===== config.mk =====
export PLATFORM = sky130hd
export DESIGN_NAME = regfile_exec_ctrl
export DESIGN_NICKNAME = d
export VERILOG_FILES = /design/src/rtl/regfile_ctrl_pkg.sv /design/src/rtl/shift_add_mul.sv /design/src/rtl/regfile_exec_ctrl.sv
export SDC_FILE = /design/constraint.sdc
export NUM_CORES = 1
export LEC_CHECK = 0
export ABC_CLOCK_PERIOD_IN_PS = 3400
export CAP_MARGIN = 20
export CORE_MARGIN = 2
export CORE_UTILIZATION = 55
export CTS_CLUSTER_DIAMETER = 200
export DETAILED_ROUTE_END_ITERATION = 10
export PLACE_DENSITY = 0.79
export RECOVER_POWER = 25
export SLEW_MARGIN = 20
export SYNTH_ARGS = -nofsm -noshare
export SYNTH_HDL_FRONTEND = slang
export SYNTH_SLANG_ARGS = --single-unit

===== constraint.sdc =====
create_clock -name clk -period 3.4 [get_ports clk]
set_input_delay 0.34 -clock clk [delete_from_list [all_inputs] [get_ports clk]]
set_output_delay 0.34 -clock clk [all_outputs]
set_load 0.03 [all_outputs]

===== src/rtl/regfile_ctrl_pkg.sv =====
// ---------------------------------------------------------------------------
// regfile_ctrl_pkg
// Shared definitions for the register-file execute controller:
//   - default operand / select widths
//   - opcode encoding and FSM state encoding
//   - instruction field bit positions and the instruction width derivation
// Instruction layout (defaults): op[12:10] dst[9:8] a[7:6] b[5:4] imm[3:0]
// ---------------------------------------------------------------------------
package regfile_ctrl_pkg;

   localparam int DEF_DATA_W = 4;
   localparam int DEF_SEL_W  = 2;
   localparam int OP_W       = 3;
   localparam int IMM_LSB    = 0;

   typedef enum logic [OP_W-1:0] {
      OP_NOP = 3'd0,
      OP_LDI = 3'd1,
      OP_ADD = 3'd2,
      OP_SUB = 3'd3,
      OP_AND = 3'd4,
      OP_OR  = 3'd5,
      OP_XOR = 3'd6,
      OP_MUL = 3'd7
   } opcode_e;

   typedef enum logic [2:0] {
      ST_IDLE   = 3'd0,
      ST_DECODE = 3'd1,
      ST_EXEC   = 3'd2,
      ST_MUL    = 3'd3,
      ST_WRITE  = 3'd4
   } state_e;

   // Instruction width: opcode, three register selects and the immediate.
   function automatic int instr_w(input int data_w, input int sel_w);
      return OP_W + 3 * sel_w + data_w;
   endfunction

   // Field LSB positions, packed upward from the immediate.
   function automatic int b_lsb(input int data_w);
      return data_w;
   endfunction

   function automatic int a_lsb(input int data_w, input int sel_w);
      return data_w + sel_w;
   endfunction

   function automatic int dst_lsb(input int data_w, input int sel_w);
      return data_w + 2 * sel_w;
   endfunction

   function automatic int op_lsb(input int data_w, input int sel_w);
      return data_w + 3 * sel_w;
   endfunction

endpackage


===== src/rtl/shift_add_mul.sv =====
// ---------------------------------------------------------------------------
// shift_add_mul
// Iterative DATA_W x DATA_W unsigned shift-add multiplier, one multiplier
// bit per clock. A start pulse captures the operands; DATA_W busy cycles
// follow. done_o is high during the final busy cycle, and product_o already
// includes that cycle's partial product, so the caller can commit the full
// product on the same edge that ends the multiply.
// Ports:
//   clk, rst_n   clock, asynchronous active-low reset
//   start_i      capture a_i/b_i and begin
//   a_i, b_i     multiplicand / multiplier
//   busy_o       iteration in progress
//   done_o       last iteration in progress (product_o final)
//   product_o    2*DATA_W-bit product
// ---------------------------------------------------------------------------
module shift_add_mul #(
   parameter int DATA_W = 4
) (
   input  logic                clk,
   input  logic                rst_n,
   input  logic                start_i,
   input  logic [DATA_W-1:0]   a_i,
   input  logic [DATA_W-1:0]   b_i,
   output logic                busy_o,
   output logic                done_o,
   output logic [2*DATA_W-1:0] product_o
);

   localparam int CNT_W = $clog2(DATA_W + 1);

   logic [2*DATA_W-1:0] mcand_q;
   logic [DATA_W-1:0]   mplier_q;
   logic [2*DATA_W-1:0] acc_q;
   logic [CNT_W-1:0]    cnt_q;
   logic                busy_q;
   logic [2*DATA_W-1:0] step_acc;
   logic                last_step;

   assign step_acc  = acc_q + (mplier_q[0] ? mcand_q : '0);
   assign last_step = busy_q && (cnt_q == CNT_W'(DATA_W - 1));

   // Operand capture on start, then one shift-add step per cycle while busy.
   always_ff @(posedge clk or negedge rst_n) begin
      if (!rst_n) begin
         mcand_q  <= '0;
         mplier_q <= '0;
         acc_q    <= '0;
         cnt_q    <= '0;
         busy_q   <= 1'b0;
      end else if (start_i) begin
         mcand_q  <= {{DATA_W{1'b0}}, a_i};
         mplier_q <= b_i;
         acc_q    <= '0;
         cnt_q    <= '0;
         busy_q   <= 1'b1;
      end else if (busy_q) begin
         acc_q    <= step_acc;
         mcand_q  <= mcand_q << 1;
         mplier_q <= mplier_q >> 1;
         cnt_q    <= cnt_q + CNT_W'(1);
         if (last_step) begin
            busy_q <= 1'b0;
         end
      end
   end

   assign busy_o    = busy_q;
   assign done_o    = last_step;
   assign product_o = busy_q ? step_acc : acc_q;

endmodule


===== src/rtl/regfile_exec_ctrl.sv =====
// ---------------------------------------------------------------------------
// regfile_exec_ctrl
// Multi-cycle execute controller in front of a 4-entry register file with
// two combinational read ports and an enable-gated synchronous write port.
// Accepts one instruction per valid/ready handshake, drives the file's
// selects from the latched instruction, computes the result and writes it
// back, and keeps Z/C flags for a later branch stage.
// FSM: IDLE -> DECODE -> EXEC -> [MUL x DATA_W] -> WRITE -> IDLE
// Ports:
//   clk, rst_n                 clock, asynchronous active-low reset
//   instr_valid / instr_ready  instruction handshake
//   instr                      op | dst | a | b | imm
//   rf_a, rf_b                 register file read data
//   rf_a_sel, rf_b_sel         register file read selects
//   rf_dest_sel, rf_d          write-back select / data
//   rf_load_en                 write strobe (WRITE state only)
//   done                       instruction-complete pulse
//   flag_z, flag_c             zero / carry-borrow-overflow flags
// Build option: define REGFILE_CTRL_SAT_EN for saturating ADD/SUB/MUL;
// otherwise arithmetic wraps modulo 2^DATA_W.
// ---------------------------------------------------------------------------
module regfile_exec_ctrl
   import regfile_ctrl_pkg::*;
#(
   parameter int  DATA_W  = DEF_DATA_W,
   parameter int  SEL_W   = DEF_SEL_W,
   localparam int INSTR_W = instr_w(DATA_W, SEL_W)
) (
   input  logic               clk,
   input  logic               rst_n,
   input  logic               instr_valid,
   output logic               instr_ready,
   input  logic [INSTR_W-1:0] instr,
   input  logic [DATA_W-1:0]  rf_a,
   input  logic [DATA_W-1:0]  rf_b,
   output logic [SEL_W-1:0]   rf_a_sel,
   output logic [SEL_W-1:0]   rf_b_sel,
   output logic [SEL_W-1:0]   rf_dest_sel,
   output logic [DATA_W-1:0]  rf_d,
   output logic               rf_load_en,
   output logic               done,
   output logic               flag_z,
   output logic               flag_c
);

   localparam int B_LSB   = b_lsb(DATA_W);
   localparam int A_LSB   = a_lsb(DATA_W, SEL_W);
   localparam int DST_LSB = dst_lsb(DATA_W, SEL_W);
   localparam int OP_LSB  = op_lsb(DATA_W, SEL_W);

   state_e              state_q, state_d;
   logic [INSTR_W-1:0]  instr_q;
   logic [DATA_W-1:0]   result_q, result_d;
   logic                flag_z_q, flag_z_d;
   logic                flag_c_q, flag_c_d;

   opcode_e             op;
   logic [DATA_W-1:0]   imm;
   logic                accept;
   logic                mul_start, mul_busy, mul_done;
   logic [2*DATA_W-1:0] mul_product;
   logic [DATA_W:0]     add_sum, sub_diff;
   logic [DATA_W-1:0]   alu_res, mul_res;
   logic                alu_c, mul_c;

   assign op        = opcode_e'(instr_q[OP_LSB +: OP_W]);
   assign imm       = instr_q[IMM_LSB +: DATA_W];
   assign accept    = instr_valid && (state_q == ST_IDLE);
   assign mul_start = (state_q == ST_EXEC) && (op == OP_MUL);

   // Selects come only from the latched instruction, which changes solely
   // on an accept in IDLE, so they hold steady from DECODE through WRITE.
   assign rf_a_sel    = instr_q[A_LSB +: SEL_W];
   assign rf_b_sel    = instr_q[B_LSB +: SEL_W];
   assign rf_dest_sel = instr_q[DST_LSB +: SEL_W];
   assign flag_z      = flag_z_q;
   assign flag_c      = flag_c_q;

   shift_add_mul #(
      .DATA_W (DATA_W)
   ) u_mul (
      .clk       (clk),
      .rst_n     (rst_n),
      .start_i   (mul_start),
      .a_i       (rf_a),
      .b_i       (rf_b),
      .busy_o    (mul_busy),
      .done_o    (mul_done),
      .product_o (mul_product)
   );

   // Single-cycle ALU. The extra MSB of the widened add/subtract gives the
   // carry-out and the borrow (a < b) respectively.
   always_comb begin
      add_sum  = {1'b0, rf_a} + {1'b0, rf_b};
      sub_diff = {1'b0, rf_a} - {1'b0, rf_b};
      alu_res  = '0;
      alu_c    = 1'b0;
      case (op)
         OP_LDI: alu_res = imm;
         OP_ADD: begin
            alu_c = add_sum[DATA_W];
`ifdef REGFILE_CTRL_SAT_EN
            alu_res = alu_c ? '1 : add_sum[DATA_W-1:0];
`else
            alu_res = add_sum[DATA_W-1:0];
`endif
         end
         OP_SUB: begin
            alu_c = sub_diff[DATA_W];
`ifdef REGFILE_CTRL_SAT_EN
            alu_res = alu_c ? '0 : sub_diff[DATA_W-1:0];
`else
            alu_res = sub_diff[DATA_W-1:0];
`endif
         end
         OP_AND:  alu_res = rf_a & rf_b;
         OP_OR:   alu_res = rf_a | rf_b;
         OP_XOR:  alu_res = rf_a ^ rf_b;
         default: alu_res = '0;
      endcase
   end

   // Overflow of the multiply is any set bit in the upper product half.
   assign mul_c = |mul_product[2*DATA_W-1:DATA_W];
`ifdef REGFILE_CTRL_SAT_EN
   assign mul_res = mul_c ? '1 : mul_product[DATA_W-1:0];
`else
   assign mul_res = mul_product[DATA_W-1:0];
`endif

   // FSM state register.
   always_ff @(posedge clk or negedge rst_n) begin
      if (!rst_n) begin
         state_q <= ST_IDLE;
      end else begin
         state_q <= state_d;
      end
   end

   // FSM next-state logic. The MUL fallback to IDLE only fires if the
   // multiplier stops being busy without reporting done.
   always_comb begin
      state_d = state_q;
      case (state_q)
         ST_IDLE:   if (instr_valid) state_d = ST_DECODE;
         ST_DECODE: state_d = (op == OP_NOP) ? ST_IDLE : ST_EXEC;
         ST_EXEC:   state_d = (op == OP_MUL) ? ST_MUL : ST_WRITE;
         ST_MUL: begin
            if (mul_done) begin
               state_d = ST_WRITE;
            end else if (!mul_busy) begin
               state_d = ST_IDLE;
            end
         end
         ST_WRITE:  state_d = ST_IDLE;
         default:   state_d = ST_IDLE;
      endcase
   end

   // FSM outputs, decoded from registered state and the latched opcode only.
   always_comb begin
      instr_ready = (state_q == ST_IDLE);
      rf_load_en  = (state_q == ST_WRITE);
      done        = (state_q == ST_WRITE) ||
                    ((state_q == ST_DECODE) && (op == OP_NOP));
      rf_d        = (state_q == ST_WRITE) ? result_q : '0;
   end

   // Instruction, result and flag registers.
   always_ff @(posedge clk or negedge rst_n) begin
      if (!rst_n) begin
         instr_q  <= '0;
         result_q <= '0;
         flag_z_q <= 1'b0;
         flag_c_q <= 1'b0;
      end else begin
         if (accept) begin
            instr_q <= instr;
         end
         result_q <= result_d;
         flag_z_q <= flag_z_d;
         flag_c_q <= flag_c_d;
      end
   end

   // Result/flag update: ALU ops and LDI commit at the end of EXEC, MUL at
   // the end of its last iteration. LDI leaves the flags untouched.
   always_comb begin
      result_d = result_q;
      flag_z_d = flag_z_q;
      flag_c_d = flag_c_q;
      if ((state_q == ST_EXEC) && (op != OP_MUL)) begin
         result_d = alu_res;
         if (op != OP_LDI) begin
            flag_z_d = (alu_res == '0);
            flag_c_d = alu_c;
         end
      end else if ((state_q == ST_MUL) && mul_done) begin
         result_d = mul_res;
         flag_z_d = (mul_res == '0);
         flag_c_d = mul_c;
      end
   end

endmodule


## After elaboration in Yosys (flattened, before gate mapping)

Index checks and enable logic that the tools add are counted.

| word-level totals | value |
|---|---|
| register bits after elaboration | 46 |
| latch bits | 0 |
| memory bits (writable) | 0 |
| memory bits (read-only) | 0 |
| output and inout bits | 15 |
| memories | 0 |

| cells by class | value |
|---|---|
| add/sub/neg operators | 4 |
| multipliers | 0 |
| divide/modulo/power cells | 0 |
| order comparisons | 0 |
| eq/ne operators | 17 |
| shift operators | 0 |
| mux-type cells | 29 |
| bitwise logic cells | 3 |
| reductions and logical operators | 16 |

Operators with widths:

| cell | number |
|---|---|
| 8-bit two-way mux | 5 |
| 4-bit one-hot mux with 6 select lines | 1 |
| 4-bit two-way mux | 5 |
| 3-bit two-way mux | 6 |
| 3-bit by 2-bit == test with 1-bit output, second input constant | 5 |
| 3-bit == test, second input constant | 5 |
| 3-bit one-hot mux with 4 select lines | 1 |
| 1-bit two-way mux | 9 |
| 8-bit adder | 1 |
| 4-bit logical NOT | 2 |
| 3-bit by 1-bit == test with 1-bit output, second input constant | 2 |
| 1-bit logical AND | 6 |
| 3-bit logical NOT | 2 |
| 3-bit != test, second input constant | 2 |
| 4-bit by 4-bit adder with 5-bit output | 1 |
| 4-bit by 4-bit subtractor with 5-bit output | 1 |
| 4-bit AND | 1 |
| 4-bit bitwise OR | 1 |
| 2-bit AND reduction | 2 |
| 2-bit nonzero test | 2 |
| 4-bit OR reduction | 1 |
| 4-bit bitwise XOR | 1 |
| 3-bit by 1-bit adder with 3-bit output, second input constant | 1 |
| 3-bit by 1-bit != test with 1-bit output, second input constant | 1 |
| 5 further kinds | 5 |

## Logic depth before layout (Yosys ltp)

| logic depth | value |
|---|---|
| word-level depth | 6 |
| depth in mapped cells | 9 |

## By module

A second synthesis with hierarchy kept.

| second synthesis, totals | value |
|---|---|
| cells, all modules | 319 |
| area, all modules | 3133.0 um2 |

By module, submodules not included:

| module | instances | cells an instance | area an instance (um2) | sequential area each (um2) |
|---|---|---|---|---|
| regfile_exec_ctrl | 1 | 182 | 1742.9 | 550.5 |
| shift_add_mul | 1 | 137 | 1390.1 | 600.6 |

## Worst setup path before layout

No wires, ideal clock.

| path | value |
|---|---|
| path type | flip-flop to flip-flop |
| from | register u_mul.mplier_q[0] |
| to | register flag_c_q (netlist: flag_c) |
| library setup time | 0.133 ns |
| arrival | 2.191 ns |
| slack | 1.076 ns |
| stages on the path, launching flop included | 9 |
| clock period less this slack | 2.324 ns |
| cell sequence | dfrtp_1 -> and2_2 -> ha_1 -> fa_1 -> a211oi_1 -> nor4_1 -> nor3_1 -> nor4b_1 -> a31oi_1 |

| on the way | value |
|---|---|
| cells in the longest elaborated chain, start to end | 6 |

Ends and longest elaborated chain:

| item | line | text |
|---|---|---|
| start, declared | shift_add_mul.sv:32 | `logic [DATA_W-1:0] mplier_q;` |
| start signal, assigned | shift_add_mul.sv:52 | `mplier_q <= b_i;` |
| start signal, assigned | shift_add_mul.sv:59 | `mplier_q <= mplier_q >> 1;` |
| 8-bit two-way mux | shift_add_mul.sv:39 | `assign step_acc = acc_q + (mplier_q[0] ? mcand_q : '0);` |
| 8-bit adder | shift_add_mul.sv:39 |  |
| 8-bit two-way mux | n/a |  |
| 4-bit OR reduction | regfile_exec_ctrl.sv:125 | `assign mul_c = \|mul_product[2*DATA_W-1:DATA_W];` |
| 1-bit two-way mux | regfile_exec_ctrl.sv:199 | `end else if ((state_q == ST_MUL) && mul_done) begin` |
| 1-bit two-way mux | regfile_exec_ctrl.sv:193 | `if ((state_q == ST_EXEC) && (op != OP_MUL)) begin` |
| end signal, assigned | regfile_exec_ctrl.sv:183 | `flag_c_q <= flag_c_d;` |
| end, declared | regfile_exec_ctrl.sv:55 | `logic flag_c_q, flag_c_d;` |

Every way passes these cells. The select of a mux whose other input is x is not followed.
A chain may end at the register's enable or synchronous reset.

## Worst setup path in the final report

Same ends and word-level chain as after synthesis.

==> run summary <==
Violated checks -> max-capacitance violations, max-slew violations
Clock buffer depth -> 2
Total Wirelength -> 6.60 mm
H-Tree Depth -> 2
Area of the multi-input gates -> 0.00176 mm2
Setup violators final -> 0
HPWL after DPL -> 5.03 mm
Clock Power Share -> 13.7%
TritonCTS clock tree -> done
DRC -> 0
Final worst slack -> 0.734 ns
Yosys warnings -> 0
Syn_nets -> 370
Post-synth EDFFs -> 0
Syn avg cell area -> 9.68 um2
Hold Slack -> 0.511 ns
Worst Path Arrival -> 2.84 ns
Combinational power share -> 49.4%
ANT cells -> 0
Total Routing Usage GR -> 22.9%
Commonest non-fill, non-tap cell in the layout -> dfrtp_1
Post-cts sizing count -> 0
Async S/R FF share, synth -> 100%
Vias in the first global route -> 2421
Pleak -> 1.55 nW
CP Capture Type -> flip-flop
Top FF cell, synth -> dfrtp_1
Post-synthesis cell count -> 322
Post-CTS Setup Repair Bufs -> 0
Wire per inst -> 15.8 um
Net count, final -> 392
Fin Setup TNS -> 0 ns
Via count -> 2431
Dpl ws -> 0.710 ns
Width of the chip -> 79.3 um
Post-Syn Area -> 0.00312 mm2
DRT Pass-1 Iters -> 5
Final Skew -> 0.00413 ns
Share of cells above drive strength 1 -> 11.0%
HP Class -> reg -> reg
Aggregate global routing overflow -> 0
Sw frac -> 42.9%
CP Max Fanout -> 10
Largest net degree at the start of global routing -> 47
Final hold vios -> 0
Vias per inst -> 5.83
Cell family with most CP delay -> simple AND/OR/NAND/NOR gates
Worst path slowest cell -> dfrtp_1
Slew margin rel. -> -62.8%
Synth Register Bits -> 46
Clock period minus worst slack -> 2.67 ns
P_sw -> 1.26 mW
# port buffers -> 38
Cell area after layout -> 0.00355 mm2
DP Area -> 0.00345 mm2
Clock transition at path regs -> 0.08 ns
Fillers -> 476
WS Path Type -> reg -> reg
Detailed Route Iter0 Violations -> 189
CP cell instances -> and2_2, ha_1, fa_1, a211oi_1, nor4_1, nor3_1, nor4b_1, a31oi_1
Clock sink total -> 46
Gp weighted congestion -> 0.958
Synth cell types -> 57
Initial core utilization -> 56.9%
Area grow syn2layout -> 14.0%
I/O Pins -> 39
Total die area -> 0.00628 mm2
RSZ-0062 raised after global routing -> no
Seq/Total Area, Yosys -> 36.9%
CP Data Required Time -> 3.58 ns
Most frequent cells in the layout -> dfrtp_1, clkdlybuf4s50_1, nor2_1
Core ar. -> 0.00547 mm2
F_max -> 0.375 GHz
Slew Viols, Final -> 47
First-pass GRT wire length -> 11.3 mm
Final period utilization -> 78.4%
Antenna Violating Nets Remaining -> 0
Chip Height -> 79.3 um
Root Driver -> clkbuf_8
Clk_lat worst skew -> 0.30 ns
Status -> complete, but fails checks
# Max-Cap Violations -> 1
Slew of the pin with the lowest slew margin -> 2.44 ns
CTS hold repair buffers -> 0
PwrDens -> 829 mW/mm2
Sequential share of power -> 36.9%
Power Internal -> 1.68 mW
Reg area -> 0.00115 mm2
Worst Path Buf+Inv -> 0
Biggest cell delay along the critical path -> 0.47 ns
Worst IR Drop VDD -> 0.000510 V
CTS buffer count -> 5
Crit start category -> flip-flop
FP Rows -> 27
Initial antenna violation count -> 0
[power by group through the flow]
stage	clock network [mW]	registers (mW)	logic [mW]
3_3_place_gp	0	1.08	1.41
2_1_floorplan	0	0.956	1.23
6_report	0.402	1.09	1.45
5_1_grt	0.438	1.14	1.60
3_5_place_dp	0	1.10	1.45
4_1_cts	0.414	1.08	1.46
[logic make-up after synthesis]
group / after synthesis / synth area share [%]
AOI/OAI and AO/OA: 64 / 15.1
adders and majority gates: 24 / 10.4
DFF: 46 / 36.9
xor gates and xnor gates: 4 / 1.12
and+or+nand+nor: 112 / 19.4
buffers and inverters: 41 / 6.63
muxes: 31 / 10.4
[registers in the layout, indices dropped and copies added, names as in the netlist]
register,flops
u_mul.busy_o,1
state_q,3
flag_z,1
flag_c,1
instr_q,13
result_q,4
u_mul.cnt_q,3
u_mul.mcand_q,8
u_mul.acc_q,8
u_mul.mplier_q,4
[synthesized netlist by cell type (2+ instances only)]
| master | count | share of area [%] |
|---|---|---|
| a31o_2 | 3 | 0.84 |
| mux2i_1 | 19 | 6.1 |
| o21ai_0 | 14 | 2.2 |
| dfrtp_1 | 46 | 37 |
| buf_2 | 11 | 1.8 |
| nand2b_1 | 5 | 1.0 |
| nor2_4 | 2 | 0.72 |
| nand4_1 | 4 | 0.80 |
| ha_1 | 21 | 8.4 |
| a211oi_2 | 2 | 0.80 |
| fa_1 | 3 | 1.9 |
| a21o_1 | 5 | 1.2 |
| nand2_1 | 23 | 2.8 |
| o32ai_1 | 2 | 0.56 |
| nand3_1 | 7 | 1.1 |
| o211ai_1 | 6 | 1.4 |
| o311a_1 | 2 | 0.64 |
| inv_1 | 17 | 2.0 |
| buf_4 | 8 | 1.9 |
| and2_2 | 7 | 1.7 |
| xor2_1 | 2 | 0.56 |
| nor4_1 | 3 | 0.60 |
| nor3_1 | 6 | 0.96 |
| and3_1 | 5 | 1.0 |
| mux2_2 | 12 | 4.3 |
| xnor2_1 | 2 | 0.56 |
| and2_1 | 4 | 0.80 |
| o221ai_1 | 5 | 1.4 |
| a21oi_1 | 6 | 0.96 |
| nand3b_1 | 2 | 0.48 |
| a31oi_1 | 2 | 0.40 |
| a211oi_1 | 5 | 1.2 |
| nor2b_1 | 4 | 0.80 |
| nor2_1 | 30 | 3.6 |
| o31ai_1 | 3 | 0.72 |
| clkbuf_1 | 3 | 0.36 |
[worst paths after layout]
check	to	depth (start not counted)	slack (ns)	from
setup reg to reg	flag_c	8	0.73	u_mul.mplier_q[0]
hold reg to reg	result_q[2]	2	0.51	result_q[2]
setup / recovery	flag_c	8	0.73	u_mul.mplier_q[0]
hold / removal	result_q[2]	2	0.51	result_q[2]
min in group asynchronous	u_mul.mplier_q[2]	1	0.78	rst_n
max in group asynchronous	u_mul.acc_q[3]	1	1.23	rst_n
[routing by layer]
layer  GRT usage, %  vias up  part of all wire [%]
met5              0        -                     0
met4           8.62        0                   1.3
met3           3.52        9                   3.8
met2           36.9       58                    49
met1           31.4     1172                    46
li1               -     1192                     -
[final cells by class]
cell class,count,area share [%]
inverter,17,1.80
multi-input combinational,235,49.5
clock buffer,7,2.15
clock inverter,1,0.846
tap,72,2.54
sequential,46,32.4
timing repair buffer,39,10.7
[per-stage QoR]
| stage | util [%] | power [mW] | instances |
|---|---|---|---|
| finish | 64.9 | 2.94 | 417 |
| global route | 64.9 | 3.18 | 417 |
| CTS | 64.9 | 2.95 | 417 |
| detailed placement | 63.0 | 2.54 | 409 |
| global placement | 63.0 | 2.49 | 409 |
| floorplan | - | 2.19 | 322 |
[worst min-delay path, stage by stage (launching register included)]
cell      delay (ns)
dfrtp_1         0.35
nand2_1         0.06
o221ai_1        0.06
No activity file was read; power rests on OpenSTA's default activity.
